===== src/rtl/reg_fetch_stage.sv =====
// Register-fetch stage between decode and execute: register file with write bypass,
// immediate extension and one output register with valid/ready handshake and flush.
module reg_fetch_stage #(
  parameter int REG_INDEX_BIT_WIDTH = 4,
  parameter int DBITS               = 32,
  parameter int IMM_BITS            = 16,
  parameter int ZERO_REG            = 1
) (
  input  logic                           clk,
  input  logic                           res,
  input  logic                           flush,
  input  logic                           inValid,
  output logic                           inReady,
  input  logic [REG_INDEX_BIT_WIDTH-1:0] rs1,
  input  logic [REG_INDEX_BIT_WIDTH-1:0] rs2,
  input  logic [REG_INDEX_BIT_WIDTH-1:0] rd,
  input  logic [IMM_BITS-1:0]            imm,
  input  logic [1:0]                     immMode,
  input  logic                           wrtEn,
  input  logic [REG_INDEX_BIT_WIDTH-1:0] wrtIdx,
  input  logic [DBITS-1:0]               wrtData,
  output logic                           outValid,
  input  logic                           outReady,
  output logic [DBITS-1:0]               outReg1,
  output logic [DBITS-1:0]               outReg2,
  output logic [DBITS-1:0]               imm32,
  output logic [REG_INDEX_BIT_WIDTH-1:0] outRd,
  output logic [REG_INDEX_BIT_WIDTH-1:0] outRs1,
  output logic [REG_INDEX_BIT_WIDTH-1:0] outRs2
);

  localparam int NUM_REGS = 2 ** REG_INDEX_BIT_WIDTH;

  logic [DBITS-1:0] regs [NUM_REGS];

  logic             wrtEff;
  logic             capture;
  logic [DBITS-1:0] rdData1;
  logic [DBITS-1:0] rdData2;
  logic [DBITS-1:0] immExt;

  // Writes to the hardwired zero register are dropped everywhere, including the bypasses.
  assign wrtEff  = wrtEn && !((ZERO_REG == 1) && (wrtIdx == '0));
  assign inReady = !outValid || outReady;
  assign capture = inValid && inReady && !flush;

  always_comb begin
    rdData1 = regs[rs1];
    if (wrtEff && (wrtIdx == rs1)) rdData1 = wrtData;
    if ((ZERO_REG == 1) && (rs1 == '0)) rdData1 = '0;

    rdData2 = regs[rs2];
    if (wrtEff && (wrtIdx == rs2)) rdData2 = wrtData;
    if ((ZERO_REG == 1) && (rs2 == '0)) rdData2 = '0;
  end

  always_comb begin
    case (immMode)
      2'd1:    immExt = {{(DBITS-IMM_BITS){1'b0}}, imm};
      2'd2:    immExt = {imm, {(DBITS-IMM_BITS){1'b0}}};
      default: immExt = {{(DBITS-IMM_BITS){imm[IMM_BITS-1]}}, imm};
    endcase
  end

  always_ff @(posedge clk) begin
    if (res) begin
      for (int i = 0; i < NUM_REGS; i++) regs[i] <= '0;
      outValid <= 1'b0;
      outReg1  <= '0;
      outReg2  <= '0;
      imm32    <= '0;
      outRd    <= '0;
      outRs1   <= '0;
      outRs2   <= '0;
    end else begin
      if (wrtEff) regs[wrtIdx] <= wrtData;

      if (flush) begin
        outValid <= 1'b0;
      end else if (capture) begin
        outValid <= 1'b1;
        outReg1  <= rdData1;
        outReg2  <= rdData2;
        imm32    <= immExt;
        outRd    <= rd;
        outRs1   <= rs1;
        outRs2   <= rs2;
      end else if (outValid && outReady) begin
        outValid <= 1'b0;
      end else if (outValid) begin
        // Stalled bundle picks up late writebacks so its operands never go stale.
        if (wrtEff && (wrtIdx == outRs1)) outReg1 <= wrtData;
        if (wrtEff && (wrtIdx == outRs2)) outReg2 <= wrtData;
      end
    end
  end

endmodule


===== config.mk =====
export PLATFORM = sky130hd
export DESIGN_NAME = reg_fetch_stage
export DESIGN_NICKNAME = d
export VERILOG_FILES = /design/src/rtl/reg_fetch_stage.sv
export SDC_FILE = /design/constraint.sdc
export NUM_CORES = 1
export LEC_CHECK = 0
export BUFFER_PORTS_ARGS = -buffer_cell sky130_fd_sc_hd__buf_2
export CAP_MARGIN = 20
export CORE_ASPECT_RATIO = 0.6
export CORE_MARGIN = 3
export CORE_UTILIZATION = 40
export CTS_CLUSTER_DIAMETER = 200
export DETAILED_ROUTE_END_ITERATION = 7
export GPL_TIMING_DRIVEN = 0
export PLACE_DENSITY = 0.55
export SLEW_MARGIN = 0
export SYNTH_ARGS = -nofsm -noshare
export SYNTH_HDL_FRONTEND = slang
export SYNTH_SLANG_ARGS = --single-unit

===== constraint.sdc =====
create_clock -name clk -period 5.4 [get_ports clk]
set_clock_uncertainty 0.2 [all_clocks]
set_input_delay 1.08 -clock clk [delete_from_list [all_inputs] [get_ports clk]]
set_output_delay 1.08 -clock clk [all_outputs]
set_load 0.02 [all_outputs]

# Yosys cells after proc, flatten, opt, wreduce, memory -nomap -nowiden
# Memory sizes are Yosys's and may differ from the RTL's.
# Index checks and enable logic that the tools add are counted.
totals:
  regBits: 109
  mem_bits_rw: 512
  input_bits: 72
  word_cells: 63
  memories: 1
classes:
  eq_ne: 7
  n_mux: 23
  bitwise: 1
  n_reduce_logical: 24
memory_table:
  columns: ["memory", "depth", "width", "rd", "rd_ports_with_merged_regs", "wr", "line_no", "source"]
  rows:
  - ["regs", 16, 32, 2, 0, 16, "34", "logic [DBITS-1:0] regs [NUM_REGS];"]
ops:
  columns: ["operator", "n"]
  rows:
  - ["$mux 32", 13]
  - ["$pmux 32 s2", 1]
  - ["$reduce_or 32->1", 1]
  - ["$eq 4x4->1", 4]
  - ["$logic_not 4->1", 3]
  - ["$logic_and 1x1->1", 8]
  - ["$mux 1", 8]
  - ["$reduce_and 4->1", 2]
  - ["$reduce_bool 2->1", 4]
  - ["$mux 4", 1]
  - ["$logic_not 1->1", 3]
  - ["$eq 2x1->1 const B", 1]
  - ["$eq 2x2->1 const B", 1]
  - ["$ne 2x2->1 const B", 1]
  - ["$reduce_and 2->1", 1]
  - ["$reduce_or 2->1", 1]
  - ["$logic_or 1x1->1", 1]
  - ["$not 1->1", 1]

# Depth between registers and ports, before layout
# Gate-level depths: netlist (run 1).
logic_depth:
  word_depth: 8
  ltp_mapped: 9
  ltp_nobuf: 6

# Least setup slack after synthesis (run 1)
# Ideal clock, no wire load.
synth_path:
  path_kind: "input-to-reg"
  start: "in res"
  end: "mem regs[1][0] (enable)"
  t_arrival_ns: 4.110
  t_required_ns: 4.734
  path_slack_ns: 0.624
  cell_stages: 4
  path_buffers: 1
  path_cell_list: "clkbuf_1 -> nand2b_1 -> or3_1 -> o21ai_0"
synth_lines:
  columns: ["item", "line_no", "source"]
  rows:
  - ["start: declaration", "10", "input logic res,"]
  - ["end: declaration", "34", null]

# Final worst setup path (run 1)
layout_path:
  start: "in rs1[2]"
  end: "reg outReg1[16]"
layout_via:
  elab_chain_len: 5
  word_cells_on_any_way: 7
layout_rtl:
  columns: ["item", "line_no", "source"]
  rows:
  - ["start: declaration", "14", "input logic [REG_INDEX_BIT_WIDTH-1:0] rs1,"]
  - ["parallel branches: the longest is 3 deep, another holds $mem_v2 16x32", null, null]
  - ["$mux 32 (*)", "50", "if ((ZERO_REG == 1) && (rs1 == '0)) rdData1 = '0;"]
  - ["$mux 32 (*)", "80", "end else if (capture) begin"]
  - ["end signal: assignment", "82", "outReg1 <= rdData1;"]
  - ["end signal: assignment", "92", "if (wrtEff && (wrtIdx == outRs1)) outReg1 <= wrtData;"]
  - ["end: declaration", "24", "output logic [DBITS-1:0] outReg1,"]
# Mark *: on every way between the ends.
# A chain may end at the register's enable or synchronous reset.

==> results.json, run 1 <==
{
  "globalplace.congestion": 0.886,
  "required_ps": 5650,
  "total_power_uw": 11900,
  "grt_use_met3_pct": 8.10,
  "rows": 79,
  "holdPathEnd": "imm32[3]",
  "die_w_um": 371,
  "clkTransAtPathRegs_ps": 60,
  "crit_cells": 8,
  "worst_slack_ps": 1320,
  "min_path_type": "flip-flop to flip-flop",
  "hp-start": "imm32[3]",
  "antenna_found_initial": 7,
  "grtUsageTotal_pct": 28.1,
  "r2r_slack_ps": 2150,
  "first_pass_iters": 8,
  "synth_top_flop_cell": "edfxtp_1",
  "drt_iter0_drc": 3201,
  "grt_use_met1_pct": 42.0,
  "cts_buffers": 66,
  "crit_chain": "buf_2 -> buf_2 -> buf_1 -> mux4_2 -> mux2i_1 -> mux2i_1 -> a2111oi_0 -> a211oi_1",
  "ios": 182,
  "fin_crit_sh_pct": 75.5,
  "cts_hold_buf": 0,
  "async_flop_share_pct": 0,
  "place_worst_setup_slack_ps": 818,
  "nets": 2576,
  "reg2reg_from": "outValid",
  "setup_viol": 0,
  "whs_ps": 252,
  "ant_nets": 0,
  "post_cts_buffers": 0,
  "wl_per_cell_um": 32.7,
  "h-tree-depth": 3,
  "cpMaxStageDelayCell": "buf_1",
  "ys_warn_count": 0,
  "dp_hpwl_mm": 84.6,
  "clock_latency_ps": 630,
  "postSynthAreaPerCell_um2": 14.5,
  "busiest_layer": "met1",
  "core_um2": 78400,
  "critical-path-top-delay-family": "buffers and inverters",
  "dp_cells": 3483,
  "cts_resized": 0,
  "max_freq_mhz": 245,
  "routed_wl_mm": 118,
  "leakage_uw": 0.0131,
  "instances_no_fill": 3616,
  "drcViolationCount": 3,
  "power.density_nw_per_um2": 320,
  "end_kind": "flip-flop",
  "die_h_um": 225,
  "netlist_area_um2": 32000,
  "cp_max_fo": 10,
  "grt_max_degree": 24,
  "fin_crit_ps": 4080,
  "vias": 22257,
  "tns_ps": 0,
  "initial_core_util_pct": 40.8,
  "yosysSeqAreaShare_pct": 54.9,
  "clock_path_buffers": 3,
  "synth_edf_count": 512,
  "status": "complete, but fails checks",
  "cp.arrival_ps": 4330,
  "drv_cap": 0,
  "grt_pass1_vias": 21807,
  "grt_pass1_wl_mm": 164,
  "ys_ff_latch": 621,
  "slew_violations": 0,
  "grt_overflow": 0,
  "relSlewSlack_pct": 18.5,
  "fillers": 6832,
  "crit_type": "input pin to flip-flop",
  "hold_depth": 2,
  "die_area_um2": 83500,
  "portBuffers": 172,
  "violations": "design-rule violations",
  "areaGrowthSynthToFinish_pct": 16.5,
  "viasPerCell": 6.16,
  "drive_gt1_share_pct": 27.4,
  "critPathBufInv": 3,
  "met2_usage_pct": 39.2,
  "netlist_instances": 2202,
  "cts.sinks": 621,
  "cts-root-buf": "clkbuf_16",
  "worst_ir_drop_vdd_uv": 226,
  "synth.distinct_cells": 47,
  "tritoncts": "built",
  "worst_slew_pin_slew_ps": 1220,
  "rr_worst_depth": 6,
  "start_kind": "input pin",
  "hold_viol": 0,
  "rsz0062_at_grt": "false",
  "reg2reg_to": "outReg1[5]",
  "max_stage_delay_ps": 940
}
[sequential cells by signal, indices dropped and copies added, names as in the netlist]
register / count
outValid: 1
outRs2: 4
regs: 512
imm32: 32
outRd: 4
outReg1: 32
outReg2: 32
outRs1: 4
[cell families (layout without fill, tap and decap cells)]
family / count (synthesis) / in the layout / synth area share (%)
AOI/OAI and AO/OA: 275 / 275 / 6.29
xor gates and xnor gates: 16 / 16 / 0.438
adders and majority gates: 2 / 2 / 0.0782
buffers and inverters: 228 / 547 / 3.12
DFF: 621 / 621 / 54.9
muxes: 384 / 384 / 23.2
other: 1 / 43 / 0.0117
and+or+nand+nor: 675 / 675 / 12.0
[layer usage]
metal / wire length, um / vias to the layer above
met5: 0 / -
met4: 4300 / 0
met3: 14800 / 243
met2: 48800 / 1471
met1: 50300 / 11471
li1: - / 9072
[worst register-to-register path, cell delays in order (launching register included)]
cell and delay (ps):
dfxtp_1 340, or3b_1 400, nor4_1 480, a21oi_2 370, clkbuf_1 410, a2111oi_0 820
a211oi_1 90
[metrics by stage]
step                      instance area (um^2)  util, %
after global routing                     37200     47.5
after detailed placement                 35000     44.6
final                                    37300     47.5
after CTS                                37200     47.4
after global placement                   34300     43.7
after floorplan                          32100        -
[Yosys cell counts (all sizes together) (3+ instances only)]
cell | number | area, um^2
nand3 | 17 | 85.1
inv | 4 | 15.0
a211oi | 63 | 473
nand2b | 4 | 25.0
nor2b | 5 | 31.3
xor2 | 14 | 123
and2 | 482 | 3020
buf | 75 | 424
nor3 | 4 | 20.0
mux2i | 98 | 981
mux4 | 286 | 6440
nor2 | 34 | 128
edfxtp | 512 | 15400
or2 | 4 | 25.0
dfxtp | 109 | 2180
a2111oi | 60 | 713
a22oi | 3 | 22.5
o21ai | 89 | 445
a21oi | 50 | 265
nand2 | 115 | 432
clkbuf | 149 | 561
[layout make-up]
| class | instances | area, um^2 | area share [%] |
|---|---|---|---|
| Clock inverter | 18 | 174 | 0.467 |
| Clock buffer | 100 | 2030 | 5.44 |
| Sequential cell | 621 | 17600 | 47.1 |
| Inverter | 4 | 15.0 | 0.0403 |
| Timing Repair Buffer | 201 | 1470 | 3.94 |
| Buffer | 224 | 986 | 2.65 |
| Tap cell | 1053 | 1320 | 3.54 |
| Antenna cell | 11 | 27.5 | 0.0739 |
| Multi-Input combinational cell | 1384 | 13700 | 36.7 |
[how the worst max path moves through the flow]
stage                start           end
floorplan              res    regs[1][0]
global placement       res   regs[15][8]
detailed placement  rs1[1]    outReg1[4]
CTS                    res  regs[10][29]
global route        rs1[2]   outReg1[16]
finish              rs1[2]   outReg1[16]
[placed cells by master (no fill, tap or decap), types with 7 or more instances in the layout]
cell type / count
edfxtp_1: 512
and2_1: 482
mux4_2: 286
buf_2: 217
clkbuf_1: 163
nand2_1: 115
dfxtp_1: 109
mux2i_1: 98
o21ai_0: 77
clkbuf_16: 72
a211oi_1: 63
a21oi_1: 48
nor2_1: 34
conb_1: 32
a2111oi_0: 30
a2111oi_2: 30
nand3_1: 17
buf_1: 16
xor2_1: 14
buf_12: 13
o21ai_4: 12
clkbuf_8: 12
diode_2: 11
buf_6: 11
buf_16: 9
clkinv_2: 7
[power breakdown]
| group | internal, uW | switching, uW |
|---|---|---|
| logic | 642 | 947 |
| clock network | 2740 | 1990 |
| registers | 5460 | 152 |
Power figures use the tool's default switching activity.
==> run 2: changes to the inputs <==
PLACE_DENSITY = 0.57   (was 0.55)
clock period = 3.7 ns   (was 5.4 ns; I/O delays follow)
==> run 2 against run 1 <==
Against the previous run: the flow now finishes without violations; cell count down 0.33%; global-route usage down 0.37 points; critical path depth is 1 lower; critical path type unchanged; largest power group unchanged.
==> results.json, run 2 (synthesized netlist as in run 1, its figures left out) <==
{
  "antenna_found_initial": 7,
  "rsz0062_at_grt": "false",
  "cp.arrival_ps": 3720,
  "slew_violations": 0,
  "drcViolationCount": 0,
  "core_um2": 78400,
  "p_seq_share_pct": 47.9,
  "cts-root-buf": "clkbuf_16",
  "min_path_type": "input pin to flip-flop",
  "power_switching_uw": 4440,
  "wl_per_cell_um": 32.5,
  "setup_viol": 0,
  "seq_area_um2": 17600,
  "ant_nets": 0,
  "drv_cap": 0,
  "areaGrowthSynthToFinish_pct": 16.0,
  "viasPerCell": 6.21,
  "worst_slew_pin_slew_ps": 1250,
  "p_clk_share_pct": 38.5,
  "h-tree-depth": 2,
  "tritoncts": "built",
  "worst_slack_ps": 103,
  "fin_crit_sh_pct": 97.2,
  "clock_latency_ps": 660,
  "grtUsageTotal_pct": 27.8,
  "ios": 182,
  "hold_viol": 0,
  "drt_iter0_drc": 3481,
  "final_cell_mix": "512 x edfxtp_1, 482 x and2_1, 286 x mux4_2, 217 x buf_2, 166 x clkbuf_1",
  "dp_hpwl_mm": 84.0,
  "vias": 22374,
  "tns_ps": 0,
  "cp_max_fo": 23,
  "multi_input_area_um2": 13700,
  "clkTransAtPathRegs_ps": 70,
  "rows": 79,
  "grt_overflow": 0,
  "first_pass_iters": 6,
  "internal_power_uw": 12600,
  "num_antenna_cells": 0,
  "p_sw_share_pct": 26.0,
  "clock_path_buffers": 3,
  "initial_core_util_pct": 40.8,
  "fillers": 6798,
  "die_h_um": 225,
  "drive_gt1_share_pct": 26.9,
  "start_kind": "input pin",
  "largest_reg_flops": 512,
  "grt_pass1_wl_mm": 164,
  "power.density_nw_per_um2": 460,
  "hp-start": "flush",
  "leakage_uw": 0.0130,
  "rr_worst_depth": 7,
  "postPlaceCellArea_um2": 35000,
  "crit_type": "input pin to flip-flop",
  "globalplace.congestion": 0.884,
  "startpoint": "res",
  "final_common_cell": "edfxtp_1",
  "post_cts_buffers": 0,
  "end_kind": "flip-flop",
  "relSlewSlack_pct": 16.9,
  "grt_pass1_vias": 21822,
  "reg2reg_to": "outReg2[12]",
  "place_worst_setup_slack_ps": -611,
  "die_w_um": 371,
  "status": "finished, final reports clean",
  "cts.sinks": 621,
  "hold_depth": 2,
  "max_freq_mhz": 278,
  "regMostFlops": "regs",
  "portBuffers": 172,
  "worst_ir_drop_vdd_uv": 352,
  "cts_buffers": 61,
  "grt_max_degree": 24,
  "die_area_um2": 83500,
  "holdPathEnd": "outValid",
  "routed_wl_mm": 117,
  "power_frac_comb_pct": 13.6,
  "r2r_slack_ps": 190,
  "stdcell_area_um2": 37100,
  "fin_crit_ps": 3600,
  "reg2reg_from": "outValid",
  "required_ps": 3820,
  "nets": 2573
}
run 2: changes by cell type in the layout (fill, tap and decap cells not counted), moves of 2 or more:
cell,delta
buf_12,-2
buf_16,+3
bufinv_16,+5
clkbuf_1,+3
clkbuf_16,-9
clkbuf_8,-9
clkinv_1,+8
diode_2,-11
run 2: per-stage QoR:
step	util, %	power [uW]	hold slack [ps]	cells
after floorplan	-	9610	330	2233
after global placement	43.7	10500	241	3458
after detailed placement	44.6	10600	248	3482
after CTS	47.2	17000	47.0	3597
after global routing	47.4	17500	74.3	3604
final	47.4	17100	74.8	3604
run 2: worst max path at each step:
| stage | slack (ps) | depth (start not counted) | to |
|---|---|---|---|
| final | 100 | 7 | regs[4][1] |
| after global routing | 120 | 7 | outReg1[16] |
| after CTS | 60 | 7 | regs[13][28] |
| after floorplan | -740 | 4 | regs[1][0] |
| after detailed placement | -610 | 7 | regs[13][28] |
| after global placement | -4590 | 4 | regs[2][4] |
run 2: repair_timing:
| item | in CTS | in global routing |
|---|---|---|
| hold buffers | 0 | 0 |
| gates resized for setup | 0 | 1 |
| setup endpoints to repair | 0 | 17 |
| hold endpoints to repair | 0 | 0 |
run 2: power by group through the flow:
stage	Combinational (uW)	Clock, uW	Sequential (uW)
final	2320	6570	8180
after global routing	2410	6850	8220
after CTS	2270	6600	8170
after detailed placement	2270	0	8320
after global placement	2150	0	8330
after floorplan	1280	0	8330
run 2: layout make-up:
| cell class | count | share of cell area, % |
|---|---|---|
| flip-flops and latches | 621 | 47.3 |
| multi-input cells | 1384 | 36.9 |
| clock buffers | 85 | 4.55 |
| repair buffers | 203 | 4.10 |
| well taps | 1053 | 3.55 |
| plain buffers | 224 | 2.66 |
| clock inverters | 30 | 0.923 |
| inverters | 4 | 0.0404 |
run 2: worst max-delay path, stage by stage:
cell and delay (ps):
clkbuf_1 430, nand2b_1 350, nor2_1 90, nand2_1 270, nor3_1 990, or2_2 500, buf_12 280
run 2: layer usage:
metal	wire length (um)	vias to the layer above	GRT usage, %
li1	-	9046	-
met1	49800	11625	41.9
met2	48700	1498	39.0
met3	14700	203	7.39
met4	3880	2	8.73
met5	7	-	0
